## config.mk

```make
export PLATFORM = sky130hd
export DESIGN_NAME = keylock_controller
export DESIGN_NICKNAME = d
export VERILOG_FILES = /design/src/rtl/keylock_pkg.sv /design/src/rtl/keylock_press_edge_detect.sv /design/src/rtl/keylock_controller.sv
export SDC_FILE = /design/constraint.sdc
export NUM_CORES = 1
export LEC_CHECK = 0
export ABC_CLOCK_PERIOD_IN_PS = 4700
export BUFFER_PORTS_ARGS = -buffer_cell sky130_fd_sc_hd__buf_2
export CORE_MARGIN = 2
export CORE_UTILIZATION = 60
export DETAILED_ROUTE_END_ITERATION = 10
export PLACE_DENSITY = 0.8
export SLEW_MARGIN = 20
export SYNTH_ARGS = -nofsm -noshare
export SYNTH_HDL_FRONTEND = slang
export SYNTH_SLANG_ARGS = --single-unit
```

## constraint.sdc

```tcl
create_clock -name hwclk -period 4.7 [get_ports hwclk]
set_input_delay 0.94 -clock hwclk [delete_from_list [all_inputs] [get_ports hwclk]]
set_output_delay 0.94 -clock hwclk [all_outputs]
set_load 0.005 [all_outputs]
```

## src/rtl/keylock_pkg.sv

```systemverilog
// Shared constants for the keypad lock: state codes, command keys and small helpers.
package keylock_pkg;

    localparam int CODE_W  = 32;
    localparam int TIMER_W = 26;

    localparam logic [2:0] ST_IDLE         = 3'd0;
    localparam logic [2:0] ST_CHECK        = 3'd1;
    localparam logic [2:0] ST_LOCKOUT      = 3'd2;
    localparam logic [2:0] ST_UNLOCKED     = 3'd3;
    localparam logic [2:0] ST_RELOCK       = 3'd4;
    localparam logic [2:0] ST_PROG_NEW     = 3'd5;
    localparam logic [2:0] ST_PROG_CONFIRM = 3'd6;

    localparam logic [7:0] KEY_ENTER = 8'd10;
    localparam logic [7:0] KEY_CLEAR = 8'd11;
    localparam logic [7:0] KEY_PROG  = 8'd12;

    // The actuator stays open while the stored code is being re-programmed.
    function automatic logic is_open(input logic [2:0] st);
        return (st == ST_UNLOCKED) || (st == ST_PROG_NEW) || (st == ST_PROG_CONFIRM);
    endfunction

    function automatic logic is_prog(input logic [2:0] st);
        return (st == ST_PROG_NEW) || (st == ST_PROG_CONFIRM);
    endfunction

    function automatic logic [3:0] sat_inc4(input logic [3:0] v);
        return (v == 4'hF) ? v : v + 4'd1;
    endfunction

endpackage

```

## src/rtl/keylock_press_edge_detect.sv

```systemverilog
// Rising-edge detector for the button level; press is high on the first cycle a key is held.
module press_edge_detect (
    input  logic hwclk,
    input  logic rst_n,
    input  logic level,
    output logic press
);

    logic level_q_reg;

    always_ff @(posedge hwclk or negedge rst_n) begin
        if (!rst_n) begin
            level_q_reg <= 1'b0;
        end else begin
            level_q_reg <= level;
        end
    end

    assign press = level & ~level_q_reg;

endmodule

```

## src/rtl/keylock_controller.sv

```systemverilog
// Keypad lock sequencer: code check, failed-attempt lockout, auto-relock and
// two-step re-programming of the stored code.
module keylock_controller
    import keylock_pkg::*;
#(
    parameter logic [CODE_W-1:0] DEFAULT_CODE   = 32'd1234,
    parameter int                MAX_TRIES      = 3,
    parameter int                LOCKOUT_CYCLES = 24000000,
    parameter int                UNLOCK_CYCLES  = 60000000,
    parameter logic [7:0]        ENTER_KEY      = KEY_ENTER,
    parameter logic [7:0]        CLEAR_KEY      = KEY_CLEAR,
    parameter logic [7:0]        PROG_KEY       = KEY_PROG
) (
    input  logic              hwclk,
    input  logic              rst_n,
    input  logic [7:0]        key,
    input  logic              button_pressed,
    input  logic [CODE_W-1:0] typed,
    output logic              list_enable,
    output logic              unlocked,
    output logic              alarm,
    output logic              prog_mode,
    output logic [3:0]        fail_count
);

    logic [2:0]         state_reg, state_next;
    logic [TIMER_W-1:0] timer_reg, timer_next;
    logic [3:0]         fail_count_reg, fail_count_next;
    logic [CODE_W-1:0]  stored_code_reg, stored_code_next;
    logic [CODE_W-1:0]  pending_code_reg, pending_code_next;
    logic               pulse_reg;
    logic               clear_hit;
    logic               press, enter_press, clear_press, prog_press;
    logic               lock_done, open_done;

    press_edge_detect u_press (
        .hwclk (hwclk),
        .rst_n (rst_n),
        .level (button_pressed),
        .press (press)
    );

    assign enter_press = press && (key == ENTER_KEY);
    assign clear_press = press && (key == CLEAR_KEY);
    assign prog_press  = press && (key == PROG_KEY);
    assign lock_done   = (timer_reg == TIMER_W'(LOCKOUT_CYCLES - 1));
    assign open_done   = (timer_reg == TIMER_W'(UNLOCK_CYCLES - 1));

    always_comb begin
        state_next        = state_reg;
        timer_next        = '0;
        fail_count_next   = fail_count_reg;
        stored_code_next  = stored_code_reg;
        pending_code_next = pending_code_reg;
        clear_hit         = 1'b0;

        case (state_reg)
            ST_IDLE: begin
                if (enter_press) begin
                    state_next = ST_CHECK;
                end else if (clear_press) begin
                    clear_hit = 1'b1;
                end
            end
            ST_CHECK: begin
                if (typed == stored_code_reg) begin
                    state_next      = ST_UNLOCKED;
                    fail_count_next = '0;
                end else begin
                    fail_count_next = sat_inc4(fail_count_reg);
                    state_next = (int'(fail_count_next) >= MAX_TRIES) ? ST_LOCKOUT : ST_IDLE;
                end
            end
            ST_LOCKOUT: begin
                timer_next = timer_reg + TIMER_W'(1);
                if (lock_done) begin
                    state_next      = ST_IDLE;
                    fail_count_next = '0;
                end
            end
            // In the open states any key restarts the relock timer, but expiry beats a press.
            ST_UNLOCKED: begin
                timer_next = press ? '0 : timer_reg + TIMER_W'(1);
                if (open_done) begin
                    state_next = ST_RELOCK;
                end else if (prog_press) begin
                    state_next = ST_PROG_NEW;
                end else if (enter_press) begin
                    state_next = ST_RELOCK;
                end else if (clear_press) begin
                    clear_hit = 1'b1;
                end
            end
            ST_PROG_NEW: begin
                timer_next = press ? '0 : timer_reg + TIMER_W'(1);
                if (open_done) begin
                    state_next = ST_RELOCK;
                end else if (enter_press) begin
                    if (typed != '0) begin
                        pending_code_next = typed;
                        state_next        = ST_PROG_CONFIRM;
                    end else begin
                        clear_hit = 1'b1;
                    end
                end else if (clear_press) begin
                    state_next = ST_UNLOCKED;
                end
            end
            ST_PROG_CONFIRM: begin
                timer_next = press ? '0 : timer_reg + TIMER_W'(1);
                if (open_done) begin
                    state_next = ST_RELOCK;
                end else if (enter_press) begin
                    if (typed == pending_code_reg) begin
                        stored_code_next = pending_code_reg;
                    end
                    state_next = ST_UNLOCKED;
                end else if (clear_press) begin
                    state_next = ST_UNLOCKED;
                end
            end
            default: begin
                state_next = ST_IDLE;
            end
        endcase

        if (state_next != state_reg) begin
            timer_next = '0;
        end
    end

    // pulse_reg starts high so the accumulator is held clear straight out of reset.
    always_ff @(posedge hwclk or negedge rst_n) begin
        if (!rst_n) begin
            state_reg        <= ST_IDLE;
            timer_reg        <= '0;
            fail_count_reg   <= '0;
            stored_code_reg  <= DEFAULT_CODE;
            pending_code_reg <= '0;
            pulse_reg        <= 1'b1;
        end else begin
            state_reg        <= state_next;
            timer_reg        <= timer_next;
            fail_count_reg   <= fail_count_next;
            stored_code_reg  <= stored_code_next;
            pending_code_reg <= pending_code_next;
            pulse_reg        <= (state_next != state_reg) || clear_hit;
        end
    end

    assign unlocked    = is_open(state_reg);
    assign prog_mode   = is_prog(state_reg);
    assign alarm       = (state_reg == ST_LOCKOUT);
    assign list_enable = (is_open(state_reg) || (state_reg == ST_IDLE)) && !pulse_reg;
    assign fail_count  = fail_count_reg;

endmodule

```

==> impl_metrics.csv <==
group,metric,value,unit
setup_path,crit_fanout,16,
synth,synth_common_cells,"93 x dfrtp_1, 63 x mux2_2, 56 x xnor2_1, 32 x xor2_1, 28 x nand2_1",
floorplan,ioPinCount,51,
sta,drv_slew,0,
setup_path,startpoint_type,"input pin",
sta,hold_ws,495,ps
cells_and_area,multi_input_area,2900,um2
clock_network,insertion_delay,380,ps
drt,drc_errors,0,
cells_and_area,area_growth,10.3,%
setup_path,critPathCaptureType,"flop",
global_route,grt_max_degree,79,
sta,relSlewSlack,0.525,
sta,finalSetupViolCount,0,
setup_path,critPathRequiredTime,5000,ps
global_route,antenna_found_initial,0,
drt,drt_iter0_drc,210,
floorplan,dieArea,9920,um2
cells_and_area,fin_area,6050,um2
cells_and_area,drive_above_1_share,0.293,
setup_path,arrival,3390,ps
pwr,ir_worst_vdd,0.163,mV
clock_network,cts_resized,0,
drt,dr.pass1.iters,4,
clock_network,clk_pin_slew_worst_paths,120,ps
setup_path,critPathSlowestCell,"or3_1",
sta,min_period,3090,ps
cells_and_area,ff_latch_area,2480,um2
clock_network,ctsHoldBuffers,0,
synth,yosys-top-cells-area,"dfrtp_1 42%, mux2_2 13%, xnor2_1 8.9%, xor2_1 5.1%, dfstp_2 2.9%",
synth,synth_area,5480,um2
drt,detail_route.wl_per_cell,18.5,um
cells_and_area,final_util,0.687,
worst_hold_path,hold_class,"input pin to asynchronous set/reset pin",
synth,syn_avg_cell_area,11.1,um2
flow_run,max-cap-violations,0,
setup_path,crit_family,"simple AND/OR/NAND/NOR gates",
global_route,grt_use_total,0.258,
synth,synthFlopType,"dfrtp_1",
synth,yosys.area.top_type,"dfrtp_1",
floorplan,core-area,8810,um2
cells_and_area,fin_nets,590,
synth,synth_nets,541,
sta,fmaxAchievable,0.323,GHz
placed_design,portBuffers,50,
sta,fin_tns_setup,0,ps
cells_and_area,n_antenna_cell,0,
setup_path,crit_buf_inv,1,
synth,synth-edff-count,0,
pwr,leakagePower,2.66,nW
sta,hold_violations,0,
floorplan,start_util,0.623,
clock_network,cts.sinks,99,
sta,rsz0062_at_grt,"false",
drt,vias_per_cell,6.13,
drt,wl,12.2,mm
drt,vias,4033,
clock_network,root_buffer,"clkbuf_8",
synth,ys_ff_latch,99,
sta,worst_pin_slew,712,ps
setup_path,regToRegSetupSlack,1710,ps
setup_path,cpPeakStageDelay,620,ps
global_route,grt_pass1_vias,4027,
synth,synth-seq-area-share,0.453,
placed_design,dp_hpwl,8.91,mm
setup_path,crit_type,"input pin to flop",
pwr,powerDensity,249,nW/um2
global_route,grt_pass1_wl,20.0,mm
sta,fin_worst_skew,22.6,ps
clock_network,cts_setup_buffers,0,
placed_design,placed_area,5810,um2
clock_network,cts_tree,"built",
synth,netlist_instances,496,
synth,yosysMostFrequentCell,"dfrtp_1",
floorplan,fp.dieW,99.6,um
floorplan,fp.dieH,99.6,um
synth,synth.distinct_cells,61,
setup_path,r2r_end,"timer_reg[18]",
clock_network,clk_path_buf_depth,2,
floorplan,rows,34,
setup_path,path_cells,"buf_2 -> nand4bb_1 -> nor4_2 -> mux2i_1 -> a21oi_1 -> o22ai_2 -> or3_1 -> a2111o_1",
clock_network,cts_buffers,9,
setup_path,reg2reg_depth,6,
pwr,total_power,0.00150,W
synth,synth_top_area_frac,0.424,
global_route,grt_overflow,0,
sta,period_share,0.658,
placed_design,place_congestion,0.922,
run_status,status,"complete, no violations",
synth,ys_async_sr_fraction,1.00,
setup_path,r2r_start,"timer_reg[16]",
clock_network,h-tree-depth,3,
synth,yosys_warnings,0,
cells_and_area,nFillCells,668,
drt,drtAntennaViolNets,0,
[power by group]
part | total (W) | leakage [nW] | switching (W) | internal, W
Sequential | 0.000854 | 1.36 | 0.00000118 | 0.000853
Clock | 0.000551 | 0.102 | 0.000339 | 0.000212
Combinational | 0.0000996 | 1.20 | 0.0000618 | 0.0000378
Total | 0.00150 | 2.66 | 0.000402 | 0.00110
[through the flow]
stage	std cells	worst slack (ps)
after floorplan	496	1810
after global placement	641	1250
after detailed placement	641	1200
after CTS	657	1590
after global routing	658	1440
final	658	1610
[logic make-up (layout without fill, tap and decap cells)]
group / Yosys count / after routing / share of synthesized area
compound gates: 58 / 58 / 0.0705
xor+xnor: 88 / 88 / 0.141
fa+ha+maj: 3 / 3 / 0.00639
buf+inv: 22 / 76 / 0.0219
flops: 99 / 99 / 0.453
mux: 65 / 65 / 0.133
simple gates: 161 / 161 / 0.174
[layer usage]
layer  track usage  vias to the layer above  wire length (um)
met2         0.432                      118              6050
met4        0.0717                        0               191
met5             0                        -                 0
met3        0.0527                       19               627
li1              -                     1891                 -
met1         0.344                     2005              5310
[cell type report]
type / instances / area share
Sequential cell: 99 / 0.411
Multi-Input combinational cell: 375 / 0.480
Inverter: 6 / 0.00372
Clock inverter: 7 / 0.0130
Clock buffer: 9 / 0.0205
Timing Repair Buffer: 54 / 0.0501
Tap cell: 108 / 0.0223
[worst max path at each step]
stage                       from       endpoint  slack [ps]  cells past startpoint
after floorplan           key[4]      pulse_reg        1810                      8
after global placement    key[5]  timer_reg[20]        1250                      8
after detailed placement  key[5]   timer_reg[5]        1200                      8
after CTS                 key[5]   timer_reg[9]        1590                      8
after global routing      key[5]      pulse_reg        1440                      8
final                     key[5]      pulse_reg        1610                      8
[cells in the final DEF, fill, tap and decap left out, types with 5 or more instances in the layout]
cell type  count
nand2_1       28
xnor2_1       56
or3_1          6
nand3_1       17
nor2_1        20
dfrtp_1       93
buf_2         49
a211oi_1       5
mux2_2        63
o21ai_0       12
nor4_1        19
nor2b_1        6
nand4_1       17
xor2_1        32
dfstp_2        6
and3_1         5
a21oi_1       22
inv_1          6
nor3_1         7
nand2b_1       5
clkbuf_8       9
No activity file was read; power rests on OpenSTA's default activity.
